<file path="src/rtl/pipe_scheduler_pkg.sv">
// ----------------------------------------------------------------------------
// game_pkg
//   Shared types and helpers for the pipe scheduler of the LED-matrix bird
//   game.
//   - game_state_t : IDLE / RUN / OVER game phases
//   - ROWS         : default rows per column (width of the 'next' column)
//   - SCORE_W      : score width (saturating 8-bit counter)
//   - LFSR_TAPS    : Galois feedback mask of the gap generator
//   - lfsr_step()  : one Galois LFSR advance
//   - gap_base()   : lowest open row of a pipe, given three random bits
// ----------------------------------------------------------------------------
package game_pkg;

    typedef enum logic [1:0] {
        IDLE = 2'd0,
        RUN  = 2'd1,
        OVER = 2'd2
    } game_state_t;

    localparam int         ROWS      = 8;
    localparam int         SCORE_W   = 8;
    localparam logic [7:0] LFSR_TAPS = 8'hB8;

    // Right-shifting Galois form: the bit falling out of the bottom folds
    // back through the tap mask. A non-zero state never becomes zero.
    function automatic logic [7:0] lfsr_step(input logic [7:0] q);
        return (q >> 1) ^ (q[0] ? LFSR_TAPS : 8'h00);
    endfunction

    // Three random bits give 0..7; values that would push the gap past the
    // top row are folded back down so the gap always fits in the column.
    function automatic int gap_base(input logic [2:0] g, input int rows,
                                    input int gap_height);
        int base;
        base = int'(g);
        if (base > rows - gap_height) begin
            base = base - (rows - gap_height + 1);
        end
        return base;
    endfunction

endpackage

</file>
<file path="src/rtl/pipe_scheduler_if.sv">
// ----------------------------------------------------------------------------
// pipe_scheduler_if
//   Game-control bundle between the pipe scheduler and the rest of the game
//   (input debouncer, collision detector, column shifters).
//   start       : one-cycle debounced pulse, begins a game or clears OVER
//   collide     : bird overlaps a lit pipe pixel (level)
//   ongoing     : game active; shifters clear while low
//   gameOver    : freeze request to the shifters
//   scroll_tick : one-cycle strobe, a column is committed to 'next'
//   next        : incoming rightmost column, 1 = lit pipe pixel
//   score       : pipes passed, saturating
//   modport master : the scheduler
//   modport slave  : the game environment around it
// ----------------------------------------------------------------------------
interface pipe_scheduler_if #(
    parameter int ROWS = game_pkg::ROWS
) ();
    import game_pkg::*;

    logic               start;
    logic               collide;
    logic               ongoing;
    logic               gameOver;
    logic               scroll_tick;
    logic [ROWS-1:0]    next;
    logic [SCORE_W-1:0] score;

    modport master (
        input  start, collide,
        output ongoing, gameOver, scroll_tick, next, score
    );

    modport slave (
        output start, collide,
        input  ongoing, gameOver, scroll_tick, next, score
    );

endinterface

</file>
<file path="src/rtl/pipe_scheduler_lfsr8.sv">
// ----------------------------------------------------------------------------
// lfsr8
//   8-bit Galois LFSR (taps 8'hB8) that advances on every clock in every game
//   state, so the moment the player presses start decides the gap sequence.
//   clk   in  1  clock
//   reset in  1  synchronous, active-high; loads seed
//   seed  in  8  non-zero reset value
//   q     out 8  current LFSR state
// ----------------------------------------------------------------------------
module lfsr8
    import game_pkg::*;
(
    input  logic       clk,
    input  logic       reset,
    input  logic [7:0] seed,
    output logic [7:0] q
);

    // NOTE: clocked state is written with <= so every flop samples the
    // pre-edge values, independent of process evaluation order.
    always_ff @(posedge clk) begin
        if (reset) begin
            q <= seed;
        end else begin
            q <= lfsr_step(q);
        end
    end

endmodule

</file>
<file path="src/rtl/pipe_scheduler.sv">
// ----------------------------------------------------------------------------
// pipe_scheduler
//   Game-level sequencer for the scrolling pipe datapath. Runs the
//   IDLE/RUN/OVER game FSM, paces the scroll with a TICK_DIV divider, emits
//   the rightmost column (a pipe with a pseudo-random gap every PIPE_SPACING
//   steps, blank otherwise) and scores each pipe once it has travelled
//   BIRD_LAG steps to the bird column.
//   clk    in   1           clock
//   reset  in   1           synchronous, active-high
//   bus    master modport   start/collide in; ongoing, gameOver,
//                           scroll_tick, next, score out
//   All outputs are registered except scroll_tick, which is decoded from
//   the state, the tick counter and collide.
// ----------------------------------------------------------------------------
module pipe_scheduler
    import game_pkg::*;
#(
    parameter int         ROWS         = game_pkg::ROWS,
    parameter int         TICK_DIV     = 256,
    parameter int         PIPE_SPACING = 4,
    parameter int         GAP_HEIGHT   = 3,
    parameter int         BIRD_LAG     = 7,
    parameter logic [7:0] LFSR_SEED    = 8'hB8
) (
    input  logic             clk,
    input  logic             reset,
    pipe_scheduler_if.master bus
);

    localparam int TICK_W = $clog2(TICK_DIV);
    localparam int COL_W  = $clog2(PIPE_SPACING);

    localparam logic [TICK_W-1:0] TICK_LAST = TICK_W'(TICK_DIV - 1);
    localparam logic [COL_W-1:0]  COL_LAST  = COL_W'(PIPE_SPACING - 1);

    game_state_t        state_q;
    game_state_t        state_d;
    logic               ongoing_q;
    logic               game_over_q;
    logic               scroll_tick;
    logic [TICK_W-1:0]  tick_cnt_q;
    logic [COL_W-1:0]   col_cnt_q;
    logic [BIRD_LAG-1:0] lag_q;
    logic [ROWS-1:0]    next_q;
    logic [SCORE_W-1:0] score_q;
    logic [7:0]         lfsr_q;
    logic [ROWS-1:0]    pipe_col;
    logic               pipe_now;
    int                 base;

    lfsr8 u_lfsr (
        .clk   (clk),
        .reset (reset),
        .seed  (LFSR_SEED),
        .q     (lfsr_q)
    );

    // Pipe column for the current LFSR value: all rows lit except a
    // GAP_HEIGHT-tall opening starting at 'base'.
    always_comb begin
        pipe_col = '1;
        base     = gap_base(lfsr_q[2:0], ROWS, GAP_HEIGHT);
        for (int r = 0; r < ROWS; r++) begin
            if (r >= base && r < base + GAP_HEIGHT) begin
                pipe_col[r] = 1'b0;
            end
        end
    end

    assign pipe_now = (col_cnt_q == '0);

    // Next-state and scroll strobe. collide beats a same-cycle tick, so the
    // column under the bird is never shifted away on the losing step.
    // NOTE: every signal written here gets a default first; a path that
    // leaves one unassigned would infer a latch.
    always_comb begin
        state_d     = state_q;
        scroll_tick = 1'b0;
        unique case (state_q)
            IDLE: begin
                if (bus.start) state_d = RUN;
            end
            RUN: begin
                if (bus.collide) begin
                    state_d = OVER;
                end else if (tick_cnt_q == TICK_LAST) begin
                    scroll_tick = 1'b1;
                end
            end
            OVER: begin
                if (bus.start) state_d = IDLE;
            end
            default: state_d = IDLE;
        endcase
    end

    always_ff @(posedge clk) begin
        if (reset) begin
            state_q     <= IDLE;
            ongoing_q   <= 1'b0;
            game_over_q <= 1'b0;
            tick_cnt_q  <= '0;
            col_cnt_q   <= '0;
            lag_q       <= '0;
            next_q      <= '0;
            score_q     <= '0;
        end else begin
            state_q <= state_d;
            // OVER keeps ongoing high so the shifters freeze instead of clearing.
            ongoing_q   <= (state_d != IDLE);
            game_over_q <= (state_d == OVER);

            unique case (state_q)
                RUN: begin
                    if (!bus.collide) begin
                        tick_cnt_q <= (tick_cnt_q == TICK_LAST) ? '0
                                                                : tick_cnt_q + 1'b1;
                        if (scroll_tick) begin
                            // Loaded on the tick so it is stable when the
                            // shifter samples at its count==0.
                            next_q    <= pipe_now ? pipe_col : '0;
                            col_cnt_q <= (col_cnt_q == COL_LAST) ? '0
                                                                 : col_cnt_q + 1'b1;
                            // A pipe flag leaving the top of the lag line has
                            // just reached the bird column.
                            lag_q <= (lag_q << 1) | BIRD_LAG'(pipe_now);
                            if (lag_q[BIRD_LAG-1] && score_q != '1) begin
                                score_q <= score_q + 1'b1;
                            end
                        end
                    end
                end
                OVER: begin
                    if (bus.start) begin
                        tick_cnt_q <= '0;
                        col_cnt_q  <= '0;
                        lag_q      <= '0;
                        next_q     <= '0;
                        score_q    <= '0;
                    end
                end
                default: begin
                    // IDLE parks everything at its reset value so RUN
                    // always starts from a clean divider and column phase.
                    tick_cnt_q <= '0;
                    col_cnt_q  <= '0;
                    lag_q      <= '0;
                    next_q     <= '0;
                    score_q    <= '0;
                end
            endcase
        end
    end

    assign bus.ongoing     = ongoing_q;
    assign bus.gameOver    = game_over_q;
    assign bus.scroll_tick = scroll_tick;
    assign bus.next        = next_q;
    assign bus.score       = score_q;

endmodule

</file>
<file path="src/flat_wrapper.sv">
// flat-port wrapper written by rule: the top's interface ports become plain ports
module pipe_scheduler_flat import game_pkg::*;
#(
    parameter int         ROWS         = game_pkg::ROWS,
    parameter int         TICK_DIV     = 256,
    parameter int         PIPE_SPACING = 4,
    parameter int         GAP_HEIGHT   = 3,
    parameter int         BIRD_LAG     = 7,
    parameter logic [7:0] LFSR_SEED    = 8'hB8
)
  (clk, reset, bus_start, bus_collide, bus_ongoing, bus_gameOver, bus_scroll_tick, bus_next, bus_score);
  pipe_scheduler_if #(.ROWS(ROWS)) bus_i ();
  input  logic clk;
  input  logic reset;
  input wire logic [$bits(bus_i.start)-1:0] bus_start;
  input wire logic [$bits(bus_i.collide)-1:0] bus_collide;
  output wire logic [$bits(bus_i.ongoing)-1:0] bus_ongoing;
  output wire logic [$bits(bus_i.gameOver)-1:0] bus_gameOver;
  output wire logic [$bits(bus_i.scroll_tick)-1:0] bus_scroll_tick;
  output wire logic [$bits(bus_i.next)-1:0] bus_next;
  output wire logic [$bits(bus_i.score)-1:0] bus_score;
  assign bus_i.start = bus_start;
  assign bus_i.collide = bus_collide;
  assign bus_ongoing = bus_i.ongoing;
  assign bus_gameOver = bus_i.gameOver;
  assign bus_scroll_tick = bus_i.scroll_tick;
  assign bus_next = bus_i.next;
  assign bus_score = bus_i.score;
  pipe_scheduler #(.ROWS(ROWS), .TICK_DIV(TICK_DIV), .PIPE_SPACING(PIPE_SPACING), .GAP_HEIGHT(GAP_HEIGHT), .BIRD_LAG(BIRD_LAG), .LFSR_SEED(LFSR_SEED)) u_core (.clk(clk), .reset(reset), .bus(bus_i));
endmodule
</file>
<file path="config.mk">
export PLATFORM = sky130hd
export DESIGN_NAME = pipe_scheduler_flat
export DESIGN_NICKNAME = d
export VERILOG_FILES = /design/src/rtl/pipe_scheduler_pkg.sv /design/src/rtl/pipe_scheduler_if.sv /design/src/rtl/pipe_scheduler_lfsr8.sv /design/src/rtl/pipe_scheduler.sv /design/src/flat_wrapper.sv
export SDC_FILE = /design/constraint.sdc
export NUM_CORES = 1
export LEC_CHECK = 0
export CORE_ASPECT_RATIO = 0.6
export CORE_UTILIZATION = 55
export DETAILED_ROUTE_END_ITERATION = 6
export GPL_TIMING_DRIVEN = 0
export PLACE_DENSITY = 0.89
export RECOVER_POWER = 25
export SLEW_MARGIN = 40
export SYNTH_ARGS = -nofsm -noshare
export SYNTH_HDL_FRONTEND = slang
export SYNTH_SLANG_ARGS = --single-unit
</file>
<file path="constraint.sdc">
create_clock -name clk -period 9.5 [get_ports clk]
set_clock_uncertainty 0.1 [all_clocks]
set_input_delay 1.425 -clock clk [delete_from_list [all_inputs] [get_ports clk]]
set_output_delay 1.425 -clock clk [all_outputs]
set_load 0.005 [all_outputs]
</file>
==> PnR_summary.wiki <==
{| class="wikitable"
! Metric !! Value
|-
| Status || finished, final reports clean
|-
| Mean instance size in the synthesized netlist || roughly 9.2 um2
|-
| Share of power burned in the clock network || 34.2%
|-
| Proportion of layout cells with a drive suffix above 1 || under 10%
|-
| Max Fclk || 210 MHz
|-
| Final number of setup-violating endpoints || 0
|-
| Site row count || 17
|-
| Final weighted congestion of routability-driven global placement || 0.905
|-
| Net count reported at finish || 295
|-
| Root Buffer Master || sky130_fd_sc_hd__clkbuf_8
|-
| Die area || 4400 um2
|-
| Critical path capture point type || output port
|-
| Cell Pwr Density || 144 nW/um2
|-
| Share of the core filled with cells in the final layout || between 60% and 70%
|-
| Leading post-synthesis cells by cell area || sky130_fd_sc_hd__dfxtp_1 (40%), sky130_fd_sc_hd__ha_1 (8.3%), sky130_fd_sc_hd__nand2_1 (4.8%), sky130_fd_sc_hd__a21oi_1 (3.7%), sky130_fd_sc_hd__nor2_1 (3.1%)
|-
| Resized Gates After CTS || 0
|-
| Final ANT Viol Nets || 0
|-
| GR Overflow Total || 0
|-
| Tightest Hold Check Type || register to register
|-
| Setup repair after global routing missed its margin || false
|-
| Max-Cap Viols || 0
|-
| N_diodes || 0
|-
| First-pass GRT wire length || 8180 um
|-
| Combinational share of power || 14.4%
|-
| I/O pin count || 23
|-
| Reg-to-reg slack, setup || 5.71 ns
|-
| Number of placed instances with taps included || around 320
|-
| DR iter-0 viols || 213
|-
| Total number of vias || about 2000
|-
| Critical path class || input port to output port
|-
| Wire length per cell || 15.1 um
|-
| Clock period minus worst slack || 4.76 ns
|-
| Count of distinct cell types in the synthesized netlist || between 50 and 60
|-
| Number of endpoints with negative hold slack in the final report || 0
|-
| Vias in the first global route || 1710
|-
| Die Y || 51.8 um
|-
| Die X || 85.0 um
|-
| Count of buffers added by post-CTS timing repair for setup || 0
|-
| Leakage power of the design || 1.01 nW
|-
| Cell-internal power || 280 uW
|-
| Later-pin clock latency in the skew report || 0.31 ns
|-
| Count of buffers from port buffering || 22
|-
| Post-detail-place hpwl || ~3600 um
|-
| Number of levels in the clock H-tree || 2
|-
| Switching share of power || 26.8%
|-
| Post-synth EDFFs || 0
|-
| Number of nets in the synthesized netlist || 266
|-
| Remaining design rule violation count || 0
|-
| Final clock period utilization by the worst path || 50.1%
|-
| Final number of max-transition violations || 0
|-
| Startpoint kind of the worst setup timing path || input port
|-
| CTS tree || yes
|-
| Area added between synthesis and finish || 16.8%
|-
| Sw power || around 100 uW
|-
| Total clock sinks || 45
|-
| Post-Synthesis Cells || between 200 and 250
|-
| Relative contribution of sequential cells to total power || between 50% and 60%
|-
| Setup_tns || 0 ns
|-
| GRT Resource Usage Total || between 20 and 25%
|-
| Slew @ Worst Pin || between 0.7 and 0.8 ns
|-
| Maximum number of pins on one net before global-route repair || 14
|-
| Starting Density || 59.6%
|-
| Worst slew margin || 51.5%
|-
| Number of fill cells in the layout || approximately 290
|-
| Final wirelength || 4910 um
|-
| Worst VDD drop || slightly below 0.09 mV
|-
| Initial antenna violation count || 0
|-
| Clock tree buffer depth || 2
|-
| Biggest area consumer among synthesized cells || sky130_fd_sc_hd__dfxtp_1
|-
| Area share of the largest cell type after synthesis || about two fifths
|-
| Total iterations of the first detailed-routing run || 7
|-
| Arr. time, crit path || 3.23 ns
|-
| Total clock buffers created by CTS || 5
|-
| Critical-path maximum fanout || 5
|-
| Fin cells || approximately 320
|-
| Synthesized flop and latch total || 45
|-
| Drt via density || 6.04
|-
| Standard cell core area || 3810 um2
|-
| Clock slew seen by the registers of the worst setup and hold paths || roughly 0.08 ns
|-
| Synth warnings || 0
|-
| Primary flip-flop cell chosen by synthesis mapping || sky130_fd_sc_hd__dfxtp_1
|-
| Area of the mapped netlist || 2270 um2
|-
| Worst EP required || 7.98 ns
|-
| Sequential share of the synthesized area || 39.7%
|-
| Post-CTS Hold Buffers || 0
|-
| Proportion of synthesized flip-flops having asynchronous set or reset || 0%
|}
## flip-flops by register name, summed over array words and instances (netlist names)
register             cells
u_core.bus.next          8
u_core.bus.score         8
u_core.tick_cnt_q        8
u_core.u_lfsr.q          8
u_core.lag_q             7
u_core.col_cnt_q         2
u_core.state_q           2
u_core.bus.gameOver      1
u_core.bus.ongoing       1
## through the flow
step           hold slack [ns]  cell area [um2]  total power [mW]  setup slack [ns]
2_1_floorplan            0.314             2270             0.240              6.11
3_3_place_gp             0.317             2550             0.253              4.76
3_5_place_dp             0.324             2550             0.255              4.80
4_1_cts                  0.342             2650             0.385              4.79
5_1_grt                  0.357             2650             0.399              4.69
6_report                 0.337             2650             0.382              4.74
## final timing paths
kind                                         start                  to  cells after the start
worst min-delay path            u_core.u_lfsr.q[7]  u_core.u_lfsr.q[6]                      1
worst min register to register  u_core.u_lfsr.q[7]  u_core.u_lfsr.q[6]                      1
worst max register to register  u_core.u_lfsr.q[1]  u_core.bus.next[5]                     15
worst max-delay path                   bus_collide     bus_scroll_tick                      3
## kinds of logic after synthesis
group           Yosys count  share of synthesized area, %
flops                    45                          39.7
simple gates             97                          24.2
buf+inv                  18                          3.58
xor+xnor                 13                          5.01
compound gates           59                          19.3
fa+ha+maj                15                          8.26
## worst max-delay path: stages
cell	delay, ns
sky130_fd_sc_hd__clkdlybuf4s50_1	0.52
sky130_fd_sc_hd__nor4_1	0.66
sky130_fd_sc_hd__clkdlybuf4s50_1	0.63
## routing by layer
| metal | share of wire [%] | wire [um] | GRT usage (%) |
|---|---|---|---|
| met5 | 0 | 0 | 0 |
| met2 | 40 | 1980 | 33.1 |
| met3 | 6.4 | 316 | 6.35 |
| met4 | 1.8 | 88 | 11.0 |
| met1 | 51 | 2520 | 36.2 |
## synth_stat cells, types with 3 or more instances
cell type                  number
sky130_fd_sc_hd__xnor2_1        5
sky130_fd_sc_hd__nand3_1        5
sky130_fd_sc_hd__inv_1         10
sky130_fd_sc_hd__clkbuf_1       4
sky130_fd_sc_hd__dfxtp_1       45
sky130_fd_sc_hd__a22oi_1        3
sky130_fd_sc_hd__or2_2          3
sky130_fd_sc_hd__o31ai_1        5
sky130_fd_sc_hd__nor2_1        19
sky130_fd_sc_hd__nor2b_1        5
sky130_fd_sc_hd__or4_1          4
sky130_fd_sc_hd__o21ai_0        8
sky130_fd_sc_hd__nand2b_1       6
sky130_fd_sc_hd__nand2_1       29
sky130_fd_sc_hd__a21oi_1       17
sky130_fd_sc_hd__xor2_1         8
sky130_fd_sc_hd__nand4_1        6
sky130_fd_sc_hd__ha_1          15
## cells in the final DEF (no fill, tap or decap), drive strengths merged, types with 2 or more instances in the layout
cell type and n:
buf 4, nand2b 6, nor2b 5, a22oi 3, xnor2 5, and2 2
a211o 2, o21ai 10, a21oi 18, o21bai 2, nand3 6, and3 2
o221ai 3, clkbuf 11, or4 4, a2111oi 2, dlygate4sd3 10, ha 15
clkdlybuf4s50 12, o31ai 5, nand4 7, nand2 29, nor4 3, nor2 19
nor3 2, nand3b 2, dfxtp 45, inv 10, or3 2, xor2 8
or2 3, a22o 2, o41ai 2
## layout make-up
type                            instances  area, um2  area share [%]
Tap cell                               47       58.8            2.22
Multi-Input combinational cell        184       1290            48.6
Sequential cell                        45        901            34.0
Timing Repair Buffer                   22        220            8.30
Inverter                               10       37.5            1.42
Buffer                                  8       43.8            1.65
Clock inverter                          1       5.00           0.189
Clock buffer                            7       96.3            3.63
## power groups by stage
stage	clock [mW]	combinational [mW]	sequential, mW
after CTS	0.135	0.0544	0.196
after detailed placement	0	0.0541	0.201
after global placement	0	0.0521	0.201
after floorplan	0	0.0398	0.200
after global routing	0.142	0.0605	0.197
final	0.131	0.0551	0.196
Power figures use the tool's default switching activity.
